`src/rtl/btn_debounce_pulse_pkg.sv`:
```
// Shared board constants and the per-channel debounce FSM state type for the EGO1 push-button front end.
package btn_debounce_pulse_pkg;

  localparam int unsigned EGO1_CLK_HZ         = 100000000;
  localparam int unsigned DEBOUNCE_MS_DEFAULT = 20;

  typedef enum logic [1:0] {
    ST_IDLE       = 2'd0,
    ST_WAIT_PRESS = 2'd1,
    ST_PRESSED    = 2'd2,
    ST_WAIT_REL   = 2'd3
  } db_state_e;

  function automatic int unsigned db_cycles(input int unsigned clk_hz, input int unsigned ms);
    return (clk_hz / 1000) * ms;
  endfunction

endpackage

```
`src/rtl/btn_debounce_pulse_debounce_channel.sv`:
```
// One button channel: 2-FF synchronizer, then a 4-state debounce FSM with a stability counter.
// All outputs are registered; the level output never decodes the state bits combinationally.
module debounce_channel
  import btn_debounce_pulse_pkg::*;
#(
  parameter int unsigned CLK_HZ      = EGO1_CLK_HZ,
  parameter int unsigned DEBOUNCE_MS = DEBOUNCE_MS_DEFAULT
) (
  input  logic i_cp,
  input  logic i_rst_n,
  input  logic i_btn_raw,
  output logic o_level,
  output logic o_press,
  output logic o_release
);

  localparam int unsigned DB_CYCLES = db_cycles(CLK_HZ, DEBOUNCE_MS);
  localparam int unsigned CW        = (DB_CYCLES > 2) ? $clog2(DB_CYCLES) : 1;

  if (DB_CYCLES < 2) begin : g_db_check
    $error("debounce_channel: DB_CYCLES must be >= 2");
  end

  logic          r_s1;
  logic          r_s;
  db_state_e     r_state;
  logic [CW-1:0] r_cnt;
  logic          r_level;
  logic          r_press;
  logic          r_release;

  db_state_e     w_state_nxt;
  logic [CW-1:0] w_cnt_nxt;
  logic          w_level_nxt;
  logic          w_press_nxt;
  logic          w_release_nxt;
  logic          w_cnt_done;

  // Compare at 32 bits so the terminal count is never truncated to the counter width.
  assign w_cnt_done = (32'(r_cnt) == (DB_CYCLES - 1));

  always_ff @(posedge i_cp or negedge i_rst_n) begin
    if (!i_rst_n) begin
      r_s1      <= 1'b0;
      r_s       <= 1'b0;
      r_state   <= ST_IDLE;
      r_cnt     <= '0;
      r_level   <= 1'b0;
      r_press   <= 1'b0;
      r_release <= 1'b0;
    end else begin
      r_s1      <= i_btn_raw;
      r_s       <= r_s1;
      r_state   <= w_state_nxt;
      r_cnt     <= w_cnt_nxt;
      r_level   <= w_level_nxt;
      r_press   <= w_press_nxt;
      r_release <= w_release_nxt;
    end
  end

  always_comb begin
    w_state_nxt   = r_state;
    w_cnt_nxt     = r_cnt;
    w_level_nxt   = r_level;
    w_press_nxt   = 1'b0;
    w_release_nxt = 1'b0;
    unique case (r_state)
      ST_IDLE: begin
        w_level_nxt = 1'b0;
        if (r_s) begin
          w_state_nxt = ST_WAIT_PRESS;
          w_cnt_nxt   = '0;
        end
      end
      ST_WAIT_PRESS: begin
        if (!r_s) begin
          w_state_nxt = ST_IDLE;
        end else if (w_cnt_done) begin
          w_state_nxt = ST_PRESSED;
          w_level_nxt = 1'b1;
          w_press_nxt = 1'b1;
        end else begin
          w_cnt_nxt = r_cnt + 1'b1;
        end
      end
      ST_PRESSED: begin
        w_level_nxt = 1'b1;
        if (!r_s) begin
          w_state_nxt = ST_WAIT_REL;
          w_cnt_nxt   = '0;
        end
      end
      ST_WAIT_REL: begin
        if (r_s) begin
          w_state_nxt = ST_PRESSED;
        end else if (w_cnt_done) begin
          w_state_nxt   = ST_IDLE;
          w_level_nxt   = 1'b0;
          w_release_nxt = 1'b1;
        end else begin
          w_cnt_nxt = r_cnt + 1'b1;
        end
      end
    endcase
  end

  assign o_level   = r_level;
  assign o_press   = r_press;
  assign o_release = r_release;

endmodule

```
`src/rtl/btn_debounce_pulse.sv`:
```
// EGO1 button conditioning: N independent debounce channels producing clean levels and press/release pulses on cp.
module btn_debounce_pulse
  import btn_debounce_pulse_pkg::*;
#(
  parameter int unsigned N_BTN       = 5,
  parameter int unsigned CLK_HZ      = EGO1_CLK_HZ,
  parameter int unsigned DEBOUNCE_MS = DEBOUNCE_MS_DEFAULT
) (
  input  logic             cp,
  input  logic             rst_n,
  input  logic [N_BTN-1:0] btn_raw,
  output logic [N_BTN-1:0] btn_level,
  output logic [N_BTN-1:0] btn_press,
  output logic [N_BTN-1:0] btn_release
);

  genvar gi;
  for (gi = 0; gi < N_BTN; gi++) begin : g_ch
    debounce_channel #(
      .CLK_HZ      (CLK_HZ),
      .DEBOUNCE_MS (DEBOUNCE_MS)
    ) u_ch (
      .i_cp      (cp),
      .i_rst_n   (rst_n),
      .i_btn_raw (btn_raw[gi]),
      .o_level   (btn_level[gi]),
      .o_press   (btn_press[gi]),
      .o_release (btn_release[gi])
    );
  end

endmodule

```
`config.mk`:
```
export PLATFORM = sky130hd
export DESIGN_NAME = btn_debounce_pulse
export DESIGN_NICKNAME = d
export VERILOG_FILES = /design/src/rtl/btn_debounce_pulse_pkg.sv /design/src/rtl/btn_debounce_pulse_debounce_channel.sv /design/src/rtl/btn_debounce_pulse.sv
export SDC_FILE = /design/constraint.sdc
export NUM_CORES = 1
export LEC_CHECK = 0
export ABC_AREA = 1
export BUFFER_PORTS_ARGS = -buffer_cell sky130_fd_sc_hd__buf_2
export CORE_MARGIN = 4
export CORE_UTILIZATION = 69
export DETAILED_ROUTE_END_ITERATION = 16
export HOLD_SLACK_MARGIN = 0.1
export PLACE_DENSITY = 0.95
export SETUP_SLACK_MARGIN = 0.02
export SLEW_MARGIN = 30
export SYNTH_ARGS = -nofsm -noshare
export SYNTH_HDL_FRONTEND = slang
export SYNTH_SLANG_ARGS = --single-unit
```
`constraint.sdc`:
```
create_clock -name cp -period 3.3 [get_ports cp]
set_input_delay 0.66 -clock cp [delete_from_list [all_inputs] [get_ports cp]]
set_output_delay 0.66 -clock cp [all_outputs]
set_load 0.01 [all_outputs]
```
==> results_dict.tcl <==
set metrics [dict create \
    status "finished clean" \
    drv_cap 0 \
    critPathKind "reg2reg" \
    layout_min_cycle_time_ns 2.52 \
    rsz0062_at_grt "false" \
    synth.distinct_cells 30 \
    start_kind "register" \
    wl_per_cell_um 13.5 \
    syn_inst 1340 \
    wl_met3_um 1470 \
    cts_root_buffer "clkbuf_16" \
    crit_top_cell "inv_1" \
    ios 22 \
    drt_iter0_drc 854 \
    wl_met1_um 8720 \
    antenna_found_initial 0 \
    end_kind "register" \
    switching_share_pct 39.2 \
    yosys_most_used_dff "dfrtp_1" \
    design_area_mm2 0.00986 \
    cpPeakStageDelay_ns 0.64 \
    numPortBuffers 21 \
    powerDensity_mw_per_mm2 637 \
    postCtsResizedCells 0 \
    cts_buffers 17 \
    synth_area_mm2 0.00910 \
    p_int_uw 3820 \
    clockBufferDepth 2 \
    gp_congestion 0.935 \
    syn2layout_area_growth_pct 8.33 \
    hp-class "in2async" \
    finalClockSkew_ns 0.00623 \
    tightest_slew_ns 0.867 \
    post_cts_buffers 0 \
    grt_pass1_wl_um 35300 \
    drt-total-wl_um 20600 \
    die_x_um 123 \
    dieHeight_um 123 \
    dr.pass1.iters 8 \
    h-tree-depth 4 \
    grt_overflow 0 \
    clkLatencyLatePin_ns 0.43 \
    leakage_uw 0.00433 \
    path_clk_slew_ns 0.06 \
    hold_viol_final 0 \
    tns_ns 0 \
    wl_met2_um 9960 \
    start_util_pct 71.2 \
    vias 8654 \
    die-area_mm2 0.0151 \
    setup-violations-final 0 \
    ys_warn_count 0 \
    postCtsHoldBufs 0 \
    power_frac_comb_pct 32.3 \
    switchingPower_uw 2460 \
    antenna_left 0 \
    crit_chain "inv_1, ha_1, nor2_1, buf_4, inv_1, nand4_1, nand2_1, o21ai_0" \
    synth-edff-count 0 \
    dp_worst_setup_slack_ns 0.835 \
    place_hpwl_um 14100 \
    drc 0 \
    syn_area_per_cell_um2 6.79 \
    synth_nets 1372 \
    total_power_uw 6280 \
    peakVddDrop_v 0.000572 \
    grt_pass1_vias 7913 \
    async_reset_ff_share_pct 100 \
    drv_slew 0 \
    clkSinkCount 140 \
    period_share_pct 76.3 \
    highest_layer "met4" \
    nFillCells 892 \
    diodes 0 \
    setup_slack_ns 0.782 \
    clkPwrFrac_pct 34.0 \
    required_ns 3.56 \
    vias_per_cell 5.66 \
    slew_headroom_pct 42.1 \
    arrival_ns 2.78 \
    place_area_mm2 0.00921 \
    cp_max_fo 31 \
    rows 41 \
    grt_max_degree 81 \
    seq_area_frac_synth_pct 38.5 \
    slowest_stage "nand2_1" \
    ys_ff_latch 140 \
    drive_above_1_share_pct 6.12 \
    core_mm2 0.0128 \
    cts_tree "built" \
    fmaxAchievable_mhz 397 \
    seqPwrFrac_pct 33.7 \
    nets 1378 \
    track_usage_pct 28.8 \
]
-- sequential cells by signal, indices dropped and copies added, names as in the netlist, named ones only --
| name | flops |
|---|---|
| g_ch.u_ch.r_cnt | 105 |
| g_ch.u_ch.r_s1 | 5 |
| g_ch.u_ch.r_s | 5 |
| g_ch.u_ch.r_state | 5 |
| g_ch.u_ch.o_level | 5 |
| g_ch.u_ch.o_press | 5 |
| g_ch.u_ch.o_release | 5 |
-- Yosys cell counts (all sizes together), types with 9 or more instances --
cell    number  area, um^2
xor2        45         394
buf         31         243
nand4       23         144
inv         94         353
nor2       221         847
o21bai      11        82.6
clkbuf       9        33.8
nand3      119         611
ha          25         313
o21ai       92         513
dfrtp      140        3500
nand2      503        1900
nor3        15        75.1
-- layer usage --
layer / global-route usage (%) / vias to the layer above
met5: 0 / -
met4: 10.5 / 0
met3: 6.18 / 61
met2: 47.6 / 341
met1: 37.6 / 3996
li1: - / 4256
-- kinds of logic after synthesis --
group                      after synthesis  share of synthesized area [%]
and+or+nand+nor                        884                           39.6
DFF                                    140                           38.5
buffers and inverters                  135                           6.96
AOI/OAI and AO/OA                      107                           6.82
xor gates and xnor gates                49                           4.72
adders and majority gates               25                           3.44
-- stage by stage --
step	std cells	utilization (%)	hold WS, ns
detailed placement	1499	72.1	0.336
CTS	1529	77.2	0.302
global placement	1499	72.1	0.331
global route	1529	77.2	0.324
finish	1529	77.2	0.270
floorplan	1340	-	0.331
-- critical path: cells and delay by family, from the launching register on --
family,cells,cell delay (ns)
buf+inv,3,0.66
flops,1,0.42
fa+ha+maj,1,0.21
simple gates,3,0.84
compound gates,1,0.21
-- cell usage in the layout, fill, tap and decap left out, types with 2 or more instances in the layout --
cell,count
xnor2_1,4
inv_1,93
dfrtp_1,140
nand4_1,23
clkinvlp_4,3
o21ai_0,71
nor2_4,2
buf_2,20
nand2_1,499
bufinv_16,6
or2_2,2
nand3_1,116
a21oi_1,2
o21bai_1,11
o211ai_1,2
nor3_1,15
xor2_1,45
buf_4,5
nand3_2,3
nor2_1,218
clkinv_2,2
nand2_2,3
o21ai_1,7
ha_1,25
o21ai_2,14
clkbuf_16,17
-- cell type report --
cell class,instances,area [um^2],area share (%)
clock inverters,12,221,2.25
flip-flops and latches,140,3500,35.5
repair buffers,27,169,1.71
multi-input cells,1065,4960,50.3
well taps,172,215,2.18
clock buffers,18,429,4.35
inverters,95,357,3.62
-- power by group through the flow --
stage	logic [uW]	clock network [uW]	registers (uW)
6_report	2030	2130	2120
4_1_cts	2030	2140	2110
2_1_floorplan	1680	0	2080
3_3_place_gp	1900	0	2120
5_1_grt	2310	2220	2140
3_5_place_dp	2000	0	2140
-- final timing paths --
check | from | to | slack [ns] | depth (start not counted)
min in group cp | btn_raw[4] | g_ch[4].u_ch.r_s1 | 0.33 | 1
max in group asynchronous | rst_n | g_ch[4].u_ch.r_cnt[1] | 2.25 | 2
hold reg to reg | g_ch[2].u_ch.r_s1 | g_ch[2].u_ch.r_s | 0.35 | 0
hold / removal | rst_n | g_ch[3].u_ch.o_press | 0.27 | 1
setup reg to reg | register | g_ch[0].u_ch.r_cnt[15] | 0.78 | 8
setup / recovery | register | g_ch[0].u_ch.r_cnt[15] | 0.78 | 8
(Power assumes the default switching activity.)
